===== config.mk =====
export PLATFORM = sky130hd
export DESIGN_NAME = multpool_dispatch
export DESIGN_NICKNAME = d
export VERILOG_FILES = /design/src/rtl/multpool_dispatch.sv
export SDC_FILE = /design/constraint.sdc
export NUM_CORES = 1
export LEC_CHECK = 0
export ABC_AREA = 1
export CAP_MARGIN = 10
export CORE_AREA = 4 4 330 332
export CTS_CLUSTER_DIAMETER = 200
export DETAILED_ROUTE_END_ITERATION = 6
export DIE_AREA = 0 0 334 336
export PLACE_DENSITY = 0.41
export SYNTH_ARGS = -nofsm -noshare
export SYNTH_HDL_FRONTEND = slang
export SYNTH_SLANG_ARGS = --single-unit
export TNS_END_PERCENT = 20

===== constraint.sdc =====
create_clock -name hclk -period 3.5 [get_ports hclk]
set_input_delay 0.525 -clock hclk [delete_from_list [all_inputs] [get_ports hclk]]
set_output_delay 0.525 -clock hclk [all_outputs]
set_load 0.01 [all_outputs]

===== src/rtl/multpool_dispatch.sv =====
// multpool_dispatch: feeds operand triples (a, b, w) into the multiplier/butterfly
// pool as one AHB-lite write per triple. Units are targeted round-robin, data is
// packed {w, b, a}, and a credit counter keeps issued-but-unpopped results within
// the capacity of the pool's per-unit result FIFOs.
// Optional build macro MULTPOOL_DISPATCH_PERF_EN adds the stall_cycles counter.
module multpool_dispatch #(
  parameter int NBITS        = 128,
  parameter int NMUL         = 64,
  parameter int MAX_INFLIGHT = 1024
) (
  input  logic                 hclk,
  input  logic                 hresetn,
  input  logic                 start,
  input  logic [15:0]          num_ops,
  input  logic                 in_valid,
  output logic                 in_ready,
  input  logic [NBITS-1:0]     in_a,
  input  logic [NBITS-1:0]     in_b,
  input  logic [NBITS-1:0]     in_w,
  input  logic                 result_pop,
  output logic                 hsel_wr,
  output logic                 hwrite_wr,
  output logic [31:0]          haddr_wr,
  output logic [3:0]           hsize_wr,
  output logic [3*NBITS-1:0]   hwdata_wr,
  input  logic                 hready_wr,
  output logic                 busy,
  output logic                 done,
  output logic                 err,
  output logic [15:0]          issued
`ifdef MULTPOOL_DISPATCH_PERF_EN
  ,
  output logic [31:0]          stall_cycles
`endif
);

  localparam int PW = (NMUL > 1) ? $clog2(NMUL) : 1;
  localparam logic [PW-1:0] LAST_UNIT = PW'(NMUL - 1);
  localparam logic [10:0]   MAX_IF    = 11'(MAX_INFLIGHT);

  typedef enum logic [1:0] {
    S_IDLE  = 2'd0,
    S_RUN   = 2'd1,
    S_DRAIN = 2'd2,
    S_DONE  = 2'd3
  } state_t;

  state_t               state_q, state_d;
  logic [15:0]          target_q, target_d;
  logic [15:0]          issued_q, issued_d;
  logic [10:0]          inflight_q, inflight_d;
  logic [PW-1:0]        ptr_q, ptr_d;
  logic [31:0]          addr_q, addr_d;
  logic [3*NBITS-1:0]   wdata_q, wdata_d;
  logic                 err_q, err_d;

  logic                 start_acc;
  logic                 run_ready;
  logic                 issue;
  logic                 underflow;
  logic [31:0]          ptr_ext;

  // Handshake qualifiers shared by the FSM and the datapath.
  always_comb begin
    start_acc = (state_q == S_IDLE) && start;
    run_ready = (state_q == S_RUN) && (inflight_q < MAX_IF) && hready_wr &&
                (issued_q < target_q);
    issue     = run_ready && in_valid;
    // A pop that coincides with an issue cancels it; only an unmatched pop at zero underflows.
    underflow = result_pop && !issue && (inflight_q == 11'd0);
    ptr_ext   = {{(32-PW){1'b0}}, ptr_q};
  end

  // State register plus all datapath registers; reset aborts any job in progress.
  always_ff @(posedge hclk) begin
    if (!hresetn) begin
      state_q    <= S_IDLE;
      target_q   <= 16'd0;
      issued_q   <= 16'd0;
      inflight_q <= 11'd0;
      ptr_q      <= '0;
      addr_q     <= 32'd0;
      wdata_q    <= '0;
      err_q      <= 1'b0;
    end else begin
      state_q    <= state_d;
      target_q   <= target_d;
      issued_q   <= issued_d;
      inflight_q <= inflight_d;
      ptr_q      <= ptr_d;
      addr_q     <= addr_d;
      wdata_q    <= wdata_d;
      err_q      <= err_d;
    end
  end

  // Next-state logic for the job sequencer.
  always_comb begin
    state_d = state_q;
    case (state_q)
      S_IDLE: begin
        if (start) state_d = (num_ops == 16'd0) ? S_DONE : S_RUN;
      end
      S_RUN: begin
        if (issue && ((issued_q + 16'd1) == target_q)) state_d = S_DRAIN;
      end
      S_DRAIN: begin
        // Final data phase completes once the slave reports ready.
        if (hready_wr) state_d = S_DONE;
      end
      S_DONE: begin
        state_d = S_IDLE;
      end
      default: state_d = S_IDLE;
    endcase
  end

  // Bus and status outputs; address phase is combinational with the accepted triple.
  always_comb begin
    in_ready  = run_ready;
    hsel_wr   = issue;
    hwrite_wr = issue;
    haddr_wr  = issue ? ptr_ext : addr_q;
    hsize_wr  = 4'h0;
    hwdata_wr = wdata_q;
    busy      = (state_q != S_IDLE);
    done      = (state_q == S_DONE);
    err       = err_q;
    issued    = issued_q;
  end

  // Datapath next values: job counters, credits, unit pointer and data-phase register.
  always_comb begin
    target_d   = target_q;
    issued_d   = issued_q;
    inflight_d = inflight_q;
    ptr_d      = ptr_q;
    addr_d     = addr_q;
    wdata_d    = wdata_q;
    err_d      = err_q;

    if (start_acc) begin
      target_d = num_ops;
      issued_d = 16'd0;
      err_d    = 1'b0;
    end

    if (issue) begin
      issued_d = issued_q + 16'd1;
      addr_d   = ptr_ext;
      wdata_d  = {in_w, in_b, in_a};
      ptr_d    = (ptr_q == LAST_UNIT) ? '0 : ptr_q + 1'b1;
    end

    if (issue && !result_pop) begin
      inflight_d = inflight_q + 11'd1;
    end else if (!issue && result_pop && (inflight_q != 11'd0)) begin
      inflight_d = inflight_q - 11'd1;
    end

    // Sticky: an underflow in the same cycle as a start still records the error.
    if (underflow) err_d = 1'b1;
  end

`ifdef MULTPOOL_DISPATCH_PERF_EN
  logic [31:0] stall_q, stall_d;

  // Count RUN cycles where upstream offered a triple but could not be accepted.
  always_comb begin
    stall_d = stall_q;
    if (start_acc) begin
      stall_d = 32'd0;
    end else if ((state_q == S_RUN) && in_valid && !run_ready && (stall_q != 32'hFFFF_FFFF)) begin
      stall_d = stall_q + 32'd1;
    end
  end

  // Stall counter register.
  always_ff @(posedge hclk) begin
    if (!hresetn) stall_q <= 32'd0;
    else          stall_q <= stall_d;
  end

  assign stall_cycles = stall_q;
`endif

endmodule


==> metrics.csv <==
stage,metric,value,unit
floorplanning,area of the core,106000,µm²
yosys,Post-Synth XOR/XNOR Area,0.443,%
worst_setup_path,"Req. time, crit path",2.97,ns
yosys,"EDFF count, synth",0,
worst_setup_path,CP cell instances,"inv_1, ha_1, nand2_1, inv_1, nand3_2, nor2_1, nand2_2, nand3_4, buf_8, inv_12, or2_2, inv_1, a21oi_1, clkdlybuf4s15_2",
routing,routed len/inst,18.5,µm
run_status,status,finished clean,
worst_setup_path,reg2reg path depth,17,
placement,GP Congestion,0.775,
global_route,first-pass GRT wire length,121,mm
yosys,Synth async-reset ratio,0,%
worst_setup_path,top fanout value on the critical path,13,
yosys,synth warn,0,
floorplanning,die height,336,µm
global_route,initial antenna violation count,24,
worst_setup_path,Crit. Startpoint,target_q[15],
clocking,Root Driver,clkbuf_16,
placement,Post-Place Cell Area,27900,µm²
worst_setup_path,critical path's most frequent cell,inv_1,
worst_setup_path,FF-to-FF Start,issued[14],
routing,remaining antenna violation count,0,
pwr,Lkg Pwr,10.9,nW
worst_setup_path,crit path DAT,2.78,ns
final_layout,Finished Core Util,28.3,%
yosys,Mapped Area,17800,µm²
yosys,Avg Inst Size Synth,7.59,µm²
final_layout,final net count,3599,
yosys,Synth cell types,41,
sta,Final Max Tran Viols,0,
yosys,sequential fraction of the synthesis area,52.7,%
worst_setup_path,CP Launch Type,register,
clocking,Sink Count,468,
floorplanning,IO Pins,848,
worst_setup_path,reg2reg end,inflight_q[8],
placement,Port Buffers,843,
worst_setup_path,critical path type,register to output pin,
global_route,Overflow after GRT,0,
placement,Setup WS pre-CTS,0.0560,ns
clocking,cts bufs inserted,60,
worst_setup_path,Crit. End Element,output pin,
yosys,Adder-Cell Fraction of Synth Area,2.36,%
job,number of max-cap violations,0,
clocking,clk_lat worst skew,0.64,ns
sta,# setup viols final,0,
pwr,Max IR drop VDD,331,µV
pwr,Power Density,539,nW/µm²
sta,Clock Skew,0.0306,ns
sta,Fin. Hold Viols,0,
sta,Tightest Pin Transition,1.08,ns
routing,vias post-DR,18100,
yosys,largest family of logic cells by synthesized area,simple AND/OR/NAND/NOR gates,
pwr,Total Power,16.2,mW
clocking,H-tree depth,2,
sta,fin crit share,94.5,%
yosys,Simple-Gate Fraction of Synth Area,24.1,%
clocking,TritonCTS clock tree,yes,
routing,Total Routed Length,85.4,mm
floorplanning,full die area,112000,µm²
clocking,clock transition at the registers of the reported paths,0.06,ns
routing,Initial DRC Count,916,
sta,fmax,302,MHz
yosys,mux cell area share after synthesis,0.0563,%
global_route,GRT Total Usage,14.3,%
floorplanning,initial core utilization,16.7,%
yosys,Syn Inst Count,2344,
routing,drt drc,0,
worst_setup_path,worst setup path endpoint,haddr_wr[5],
placement,Post-DP HPWL,63.2,mm
worst_setup_path,CP peak stage delay,0.33,ns
yosys,Synth Area in Compound Gates,14.2,%
sta,max_slew headroom,28.3,%
routing,Detailed Routing Iterations Pass 1,4,
final_layout,layout cells sized above 1,6.08,%
global_route,vias in the first global route,17800,
clocking,Clock Path Buffers,3,
floorplanning,DIE WIDTH,334,µm
yosys,"Top FF cell, synth",dfxtp_1,
global_route,largest net degree at the start of global routing,172,
sta,setup ws final,0.193,ns
yosys,post-synthesis register bit count,468,
routing,Vias/cell,3.91,
floorplanning,num rows,120,
worst_setup_path,"reg-to-reg slack, setup",0.37,ns
worst_setup_path,slowest cell on the critical path,dfxtp_1,
final_layout,design area,30100,µm²
sta,Tmin final,3.31,ns
sta,RSZ-0062 raised after global routing,yes,
min_path,Worst Hold Class,primary input to register,
final_layout,P&R area growth vs syn,69.3,%
[worst min path at each step]
stage | slack [ns] | cells past startpoint | start | endpoint
6_report | 0.43 | 3 | in_w[17] | hwdata_wr[273]
3_3_place_gp | 0.43 | 2 | addr_q[17] | addr_q[17]
5_1_grt | 0.38 | 3 | in_w[47] | hwdata_wr[303]
4_1_cts | 0.35 | 3 | in_w[31] | hwdata_wr[287]
3_5_place_dp | 0.44 | 2 | addr_q[21] | addr_q[21]
2_1_floorplan | 0.43 | 2 | addr_q[23] | addr_q[23]
[metal layers]
| metal | share of wire [%] | routed length, µm | vias up | GRT usage (%) |
|---|---|---|---|---|
| met4 | 2.4 | 2040 | 6 | 4.37 |
| li1 | - | - | 9169 | - |
| met5 | 0.054 | 46 | - | 0 |
| met3 | 9.2 | 7870 | 129 | 5.72 |
| met1 | 40 | 34200 | 8152 | 16.3 |
| met2 | 48 | 41200 | 597 | 24.5 |
[cell usage in the layout, fill, tap and decap left out, types with 10 or more instances in the layout]
cell type          n
nor2_1            62
clkbuf_16         61
dfxtp_1          466
a21oi_1          448
clkbuf_1          15
clkinv_2          10
nand3_1           43
ha_1              32
buf_12            15
nand4_1           10
clkbuf_8          13
buf_4             41
clkdlybuf4s50_1  813
o21ai_0           32
inv_1             92
nand2_1          930
dlygate4sd2_1     19
[area by class of cell]
type / instances / area [µm²]
repair buffers: 905 / 9180
flip-flops and latches: 468 / 9370
clock buffers: 88 / 1740
multi-input cells: 1631 / 7380
fillers: 11600 / 76200
inverters: 94 / 373
diodes: 6 / 15.0
clock inverters: 21 / 279
well taps: 1403 / 1760
[stage by stage]
step / hold slack, ns / cells / setup TNS, ns
floorplan: 0.425 / 2347 / 0
global placement: 0.434 / 4493 / 0
detailed placement: 0.438 / 4493 / 0
CTS: 0.345 / 4605 / -0.0917
global route: 0.378 / 4614 / -0.0900
finish: 0.431 / 4616 / 0
[cells in the mapped netlist, types with 8 or more instances]
| master | count | area, µm² |
|---|---|---|
| nand2_1 | 934 | 3510 |
| ha_1 | 32 | 400 |
| nor2_1 | 63 | 236 |
| buf_2 | 93 | 465 |
| nand4_1 | 10 | 62.6 |
| dfxtp_1 | 468 | 9370 |
| o21ai_0 | 33 | 165 |
| a21oi_1 | 451 | 2260 |
| a211oi_1 | 8 | 60.1 |
| clkbuf_1 | 53 | 199 |
| nand3_1 | 44 | 220 |
| inv_1 | 93 | 349 |
[power breakdown]
group	total, mW	internal [mW]	switching, mW
Combinational	3.79	1.81	1.98
Clock	6.37	3.85	2.51
Sequential	6.05	5.78	0.268
[timing repair]
action / 4_1_cts / 5_1_grt
pin swaps: 0 / 2
gates resized for setup: 42 / 21
hold buffers: 0 / 0
buffers inserted: 1 / 4
cloned: 2 / 1
endpoints found under the setup margin: 34 / 36
[cell families (layout without fill, tap and decap cells)]
group,count (synthesis),in the layout
AND/OR/NAND/NOR,1086,1086
AO/OA/AOI/OAI,498,498
flip-flops,468,468
buffers and inverters,248,1108
adder cells (fa/ha/maj),33,33
XOR/XNOR,9,9
other,1,10
multiplexers,1,1
[state kept, by name, indices dropped and copies added (netlist names)]
register and flops:
addr_q 32, state_q 2, ptr_q 6, target_q 16, issued 16, inflight_q 11, hwdata_wr 384, err 1
[critical path: cells and delay by family, from the launching register on]
kind | cells | cell delay, ns
adders and majority gates | 1 | 0.29
AOI/OAI and AO/OA | 1 | 0.04
and+or+nand+nor | 6 | 0.78
buffers and inverters | 6 | 0.70
DFF | 1 | 0.33
No activity file was read; power rests on OpenSTA's default activity.
